### src/rtl/rolha_supply_ctrl.sv
// Cork supply and sealing controller: saturating warehouse stock, bounded dispenser
// with manual or automatic batch refill, low-level flag and the sealing FSM with alarm.
module rolha_supply_ctrl #(
  parameter int W           = 8,
  parameter int DISP_MAX    = 10,
  parameter int REFILL_LOW  = 5,
  parameter int BATCH       = 5,
  parameter bit AUTO_REFILL = 1'b1
) (
  input  logic         clk,
  input  logic         reset,
  input  logic         load_stock,
  input  logic [W-1:0] qntsrolhas,
  input  logic         switch_add_rolha,
  input  logic         gar,
  input  logic         pos,
  output logic [W-1:0] estoque,
  output logic [W-1:0] rolha_disponivel,
  output logic         disp,
  output logic         add_rolha,
  output logic         rolha_low,
  output logic         ve,
  output logic         done,
  output logic         alarme
);

  typedef enum logic [2:0] {IDLE, SEAL, DONE, RELEASE, ALARM} state_e;

  localparam logic [W-1:0] DISP_MAX_W   = W'(DISP_MAX);
  localparam logic [W-1:0] REFILL_LOW_W = W'(REFILL_LOW);
  localparam logic [W-1:0] BATCH_W      = W'(BATCH);

  state_e       state_q, state_d;
  logic [W-1:0] stock_q, stock_d;
  logic [W-1:0] level_q, level_d;
  logic         disp_q;

  logic         req, xfer, level_nz;
  logic [W-1:0] room, n;
  logic [W:0]   stock_sum;

  assign rolha_low = (level_q <= REFILL_LOW_W);
  assign add_rolha = (stock_q == '0) && rolha_low;
  assign level_nz  = (level_q != '0);
  assign req       = switch_add_rolha || (AUTO_REFILL && rolha_low);
  assign xfer      = req && (stock_q != '0) && (level_q < DISP_MAX_W);

  // NOTE: every variable written here gets a default first, so no path can infer a latch.
  always_comb begin
    room = DISP_MAX_W - level_q;
    n    = BATCH_W;
    if (stock_q < n) n = stock_q;
    if (room < n)    n = room;

    // One extra bit holds the load overflow so saturation is applied after both terms.
    stock_sum = {1'b0, stock_q}
              - (xfer       ? {1'b0, n}          : '0)
              + (load_stock ? {1'b0, qntsrolhas} : '0);
    stock_d   = stock_sum[W] ? '1 : stock_sum[W-1:0];

    level_d   = level_q + (xfer ? n : '0) - W'(state_q == SEAL);
  end

  always_comb begin
    state_d = state_q;
    unique case (state_q)
      IDLE:    if (gar && pos) state_d = level_nz ? SEAL : ALARM;
      SEAL:    state_d = DONE;
      DONE:    state_d = RELEASE;
      RELEASE: if (!gar) state_d = IDLE;
      ALARM: begin
        if (gar && pos && level_nz) state_d = SEAL;
        else if (!gar)              state_d = IDLE;
      end
      default: state_d = IDLE;
    endcase
  end

  // NOTE: sequential state uses non-blocking assignments so all registers update together.
  always_ff @(posedge clk) begin
    if (reset) begin
      state_q <= IDLE;
      stock_q <= '0;
      level_q <= '0;
      disp_q  <= 1'b0;
    end else begin
      state_q <= state_d;
      stock_q <= stock_d;
      level_q <= level_d;
      disp_q  <= xfer;
    end
  end

  assign estoque          = stock_q;
  assign rolha_disponivel = level_q;
  assign disp             = disp_q;
  assign ve               = (state_q == SEAL);
  assign done             = (state_q == DONE);
  assign alarme           = (state_q == ALARM);

endmodule

### config.mk
export PLATFORM = sky130hd
export DESIGN_NAME = rolha_supply_ctrl
export DESIGN_NICKNAME = d
export VERILOG_FILES = /design/src/rtl/rolha_supply_ctrl.sv
export SDC_FILE = /design/constraint.sdc
export NUM_CORES = 1
export LEC_CHECK = 0
export ABC_AREA = 1
export BUFFER_PORTS_ARGS = -buffer_cell sky130_fd_sc_hd__buf_2
export CORE_AREA = 2 2 69 71
export CTS_CLUSTER_DIAMETER = 100
export DETAILED_ROUTE_END_ITERATION = 8
export DIE_AREA = 0 0 71 73
export PLACE_DENSITY = 0.76
export REMOVE_ABC_BUFFERS = 1
export SKIP_LAST_GASP = 1
export SLEW_MARGIN = 20
export SYNTH_ARGS = -nofsm -noshare
export SYNTH_HDL_FRONTEND = slang
export SYNTH_SLANG_ARGS = --single-unit
### constraint.sdc
create_clock -name clk -period 3.9 [get_ports clk]
set_clock_uncertainty 0.2 [all_clocks]
set_input_delay 0.585 -clock clk [delete_from_list [all_inputs] [get_ports clk]]
set_output_delay 0.585 -clock clk [all_outputs]
set_load 0.01 [all_outputs]
==> results of run 1 <==
==> worst max-delay path, stage by stage (launching register included) <==
cell	delay, ps
dfxtp_2	380
a21oi_2	80
buf_4	150
o211ai_4	190
xor2_2	230
ha_4	250
buf_6	120
a211oi_4	240
nand2_2	140
o211ai_1	250
inv_1	100
fa_1	510
inv_2	50
fa_2	370
a21oi_2	180
o21bai_2	110
nand2_2	90
o311ai_4	90
xor2_2	160
buf_4	160
nand2_1	50
nand2_1	60
inv_1	50
==> flip-flops by register name, indices dropped and copies added (netlist names) <==
signal,flops
estoque,8
rolha_disponivel,8
state_q,3
disp,1
==> per-layer routing <==
layer  wire length (µm)  vias up  GRT usage, %
met4                 63        0          5.24
li1                   -     1194             -
met2               3390       77          45.2
met1               2790     1145          32.0
met3                372       10          3.04
met5                  0        -             0
==> per-stage QoR <==
step / hold WS [ps] / worst slack, ps / util [%]
4_1_cts: 324 / -272 / 70.8
2_1_floorplan: 272 / -331 / -
6_report: 330 / -399 / 72.1
5_1_grt: 352 / -603 / 72.1
3_5_place_dp: 312 / -546 / 64.5
3_3_place_gp: 302 / -353 / 64.5
==> repair_timing <==
action                                 4_1_cts  5_1_grt
pin swaps                                   32       18
resized for setup                           35        9
setup endpoints to repair                   11       13
endpoints found under the hold margin        0        0
setup buffers                                9        2
==> logic make-up (layout without fill, tap and decap cells) <==
logic type | Yosys count | in the layout | share of synthesized area [%]
AOI/OAI and AO/OA | 47 | 47 | 13.0
xor gates and xnor gates | 15 | 15 | 6.50
other | 2 | 9 | 0.334
adders and majority gates | 44 | 44 | 27.5
DFF | 20 | 20 | 17.8
buffers and inverters | 80 | 183 | 13.3
and+or+nand+nor | 107 | 107 | 21.6
==> how the worst min path moves through the flow <==
stage / start / end / cells after the start
6_report: state_q[1] / state_q[1] / 1
5_1_grt: state_q[1] / state_q[1] / 1
4_1_cts: state_q[1] / state_q[1] / 1
3_5_place_dp: state_q[1] / state_q[1] / 1
3_3_place_gp: state_q[1] / state_q[1] / 1
2_1_floorplan: state_q[1] / state_q[1] / 1
==> cell type report <==
cell class                      count  area (µm²)
Clock buffer                        3        41.3
Clock inverter                      1        30.0
Fill cell                         308        1260
Inverter                           78         293
Multi-Input combinational cell    222        1760
Sequential cell                    20         403
Tap cell                           54        67.6
Timing Repair Buffer              101         678
==> cells in the mapped netlist (all sizes together), types with 2 or more instances <==
cell type  number  area, µm²
inv            77        289
conb            2       7.51
nand2          54        208
nand3           9       45.0
xor2           12        120
o211ai          3       27.5
ha             35        438
xnor2           3       26.3
nor2           30        133
a21oi          27        135
o21ai          11       55.1
nand4           3       25.0
clkbuf          2       7.51
fa              9        180
nor3            8       56.3
dfxtp          20        400
==> results.md, run 1 <==
* GRT Total Usage at 24.9%
* Vias post-DR at 2,426
* 1st-iter DRT viols at 140
* Syn Inst Count at 315
* H-tree levels at 1
* Reg2reg start: rolha_disponivel[1]
* Total I/O pin count at 36
* Drt via density at 5.06
* Failing checks: negative setup slack
* Core footprint at between 4000 and 5000 µm²
* Fmax at 233 MHz
* First-pass GRT wire length at 10,400 µm
* Worst Hold Class: register to register
* # diodes at 0
* Total Wirelength at 6610 µm
* CP Capture Point: estoque[2]
* Largest net degree at the start of global routing at 13
* Startpoint types: register
* Non-filler cells, final at 479
* CTS tree: built
* Port buffer count at 35
* Total grt overflow at 0
* Final ANT Viol Nets at 0
* Number of global-route vias before repair at 2,379
* Worst path required time at 3870 ps
* Final setup vio count at 11
* CTS max path bufs at 2
* Post-synthesis sequential area ratio at 17.8%
* Count of hold buffers inserted by post-cts repair at 0
* Worst skew pair latency at 270 ps
* Final period utilization at 110%
* Sinks on the clock net at 20
* Post-Place Cells at between 400 and 500
* Synth Register Bits at 20
* CTS clk-pin slew, worst paths at 80 ps
* RSZ-0062 raised after global routing: true
* CP endpoint kind: register
* Cells on worst reg2reg path at 22
* Most common library cell in the layout ignoring fill and taps: inv_1
* Critical path origin: rolha_disponivel[1]
* Fin. Hold Viols at 0
* Worst-path maximum fanout at 5
* CP arrival at 4260 ps
* Slew Viols, Final at 0
* Reg2reg end: estoque[2]
* Design area at 3270 µm²
* Post-synth EDFFs at 0
* DP HPWL at 4690 µm
* Area growth, synth to finish at 45.3%
* Max Cap Violations at 0
* Die height at 73 µm
* Die Wd at between 70 and 80 µm
* Syn. warnings at 0
* Initial Util at 49.6%
* Minimum clock period after layout at 4300 ps
* Setup TNS at -3560 ps
* Cell Rows at 25
* Flop2flop setup slack at -400 ps
* Routability cong. at 0.851
* Share of cells above drive strength 1 at 37.2%
* Placed instance area at 2930 µm²
* Nets@finish at around 480
* Status: complete, but fails checks
* Residual DRC at 0
* CTS Buf Count at 3
* CTS root buffer: clkbuf_8
* Setup CP Type: register to register
* Netlist Area Pre-Place at 2250 µm²
* Netlist cell types at 36
* DR WL/cell at roughly 14 µm
* Pre-antenna DRT Iters at 6
* Asr flop ratio synth at 0%
* Syn Area/Cell at between 7 and 8 µm²
* Most used flip-flop cell after synthesis: dfxtp_1
* Final setup margin at -399 ps
* Initial antenna violation count at 0
* DIE AREA at 5180 µm²
* Commonest non-fill, non-tap cells in the layout: inv_1, buf_4, nand2_1
Power of run 1 is left out: the tool's default activity adds up to more than one toggle a clock period on the data nets, which glitch-free logic cannot reach.
==> run 2, diff against run 1 <==
CORE_AREA = 2 2 67 69   (was 2 2 69 71)
DIE_AREA = 0 0 69 71   (was 0 0 71 73)
PLACE_DENSITY = 0.77   (was 0.76)
clock period = 4.6 ns   (was 3.9 ns; I/O delays follow)
==> results.md, run 2 (synthesis gave the netlist of run 1 again) <==
* DP HPWL at 4010 µm
* Post-place setup slack at -8.27 ps
* Total I/O pin count at 36
* WP depth at 21
* Core footprint at 4200 µm²
* Count of hold buffers inserted by post-cts repair at 0
* GRT Total Usage at 20.3%
* CP endpoint kind: register
* Share of cells above drive strength 1 at about a fifth
* Final setup vio count at 0
* Die Wd at 69 µm
* Flop2flop setup slack at 270 ps
* Slew Viols, Final at 0
* Vias post-DR at about 2,000
* Worst-path maximum fanout at 6
* Die height at 71 µm
* CP arrival at 4280 ps
* CTS Buf Count at 3
* Commonest non-fill, non-tap cells in the layout: inv_1, nand2_1, buf_2
* Cell Rows at 24
* CTS max path bufs at 2
* Footprint of the multi-input gates at 1620 µm²
* Initial Util at 53.5%
* CP bufs+invs at 3
* H-tree levels at 1
* Initial antenna violation count at 0
* CTS clk-pin slew, worst paths at 80 ps
* DR WL/cell at 11.5 µm
* Sinks on the clock net at 20
* Register area at a little over 400 µm²
* Crit path max-delay cell type: fa_1
* Fin. Hold Viols at 0
* First-pass GRT wire length at 8290 µm
* Worst path required time at ~4600 ps
* Nets@finish at 425
* Status: finished, final reports clean
* Area growth, synth to finish at 18.6%
* CTS tree: built
* Fmax at 231 MHz
* Final period utilization at around 94%
* Pre-antenna DRT Iters at 4
* Drt via density at roughly 5
* Reg2reg start: rolha_disponivel[1]
* Startpoint types: register
* Final ANT Viol Nets at 0
* Reg2reg end: estoque[6]
* Final setup margin at 271 ps
* DIE AREA at 4900 µm²
* Critical Path, Cell by Cell: ha_2 -> o21ai_2 -> nand2_1 -> xor2_1 -> ha_1 -> nand2_1 -> nor2_1 -> a211oi_4 -> nand2_2 -> o211ai_1 -> inv_1 -> fa_1 -> inv_1 -> fa_2 -> a21oi_2 -> o21bai_2 -> nand2_2 -> o311ai_4 -> xor2_2 -> buf_4 -> a21oi_1
* Worst Hold Class: register to register
* CP Capture Point: estoque[6]
* Cells on worst reg2reg path at 21
* Fill cell count at 387
* Setup CP Type: register to register
* CTS root buffer: clkbuf_8
* Minimum clock period after layout at 4330 ps
* Worst skew pair latency at 260 ps
* Port buffer count at 35
* Critical path origin: rolha_disponivel[1]
* Total grt overflow at 0
* 1st-iter DRT viols at 76
* Number of global-route vias before repair at between 1,500 and 2,000
* Largest net degree at the start of global routing at 12
* Routability cong. at 0.893
* Crit path largest cell delay at 500 ps
* Max Cap Violations at 0
* Top cell family by delay on the critical path: adder cells
* Total Wirelength at 4800 µm
* Most common library cell in the layout ignoring fill and taps: inv_1
* # diodes at 0
* Residual DRC at 0
-- run 2: worst min path at each step --
stage                     slack [ps]  startpoint  cells past startpoint         end
after floorplan                  270  state_q[1]                      1  state_q[1]
after global placement           310  state_q[1]                      1  state_q[1]
after detailed placement         310  state_q[1]                      1  state_q[1]
after CTS                        320  state_q[1]                      1  state_q[1]
after global routing             340  state_q[1]                      1  state_q[1]
final                            320  state_q[1]                      1  state_q[1]
-- run 2: worst reg2reg max path: cells and delay by family, from the launching register on --
family / cells / cell delay, ps
XOR/XNOR: 2 / 450
buffers and inverters: 3 / 330
adder cells (fa/ha/maj): 4 / 1320
AO/OA/AOI/OAI: 7 / 1080
AND/OR/NAND/NOR: 5 / 480
flip-flops: 1 / 370
-- run 2: area by class of cell --
type,instances,share of cell area [%]
well taps,52,2.44
flip-flops and latches,20,15.4
clock buffers,4,2.06
repair buffers,42,8.53
multi-input cells,222,60.6
inverters,78,11.0
-- run 2: per-stage QoR --
stage | area, µm² | setup TNS [ps] | instances | hold WS, ps | util (%)
detailed placement | 2520 | -8.27 | 409 | 311 | 60.1
CTS | 2580 | 0 | 413 | 323 | 61.5
finish | 2670 | 0 | 418 | 321 | 63.5
floorplan | 2270 | 0 | 320 | 272 | -
global route | 2670 | -223 | 418 | 342 | 63.5
global placement | 2520 | 0 | 409 | 306 | 60.1
-- run 2: what timing repair did --
| action | 4_1_cts | 5_1_grt |
|---|---|---|
| pin swaps | 0 | 8 |
| endpoints found under the setup margin | 4 | 8 |
| gates resized for setup | 1 | 17 |
| buffers inserted | 0 | 5 |
-- run 2: layer usage --
metal / vias to the layer above / global-route usage (%) / routed length [µm]
met5: - / 0 / 0
met4: 0 / 1.96 / 21
met3: 4 / 3.42 / 214
met2: 43 / 36.5 / 2280
met1: 926 / 26.6 / 2290
li1: 1079 / - / -
Power of run 2 is left out for the same reason.
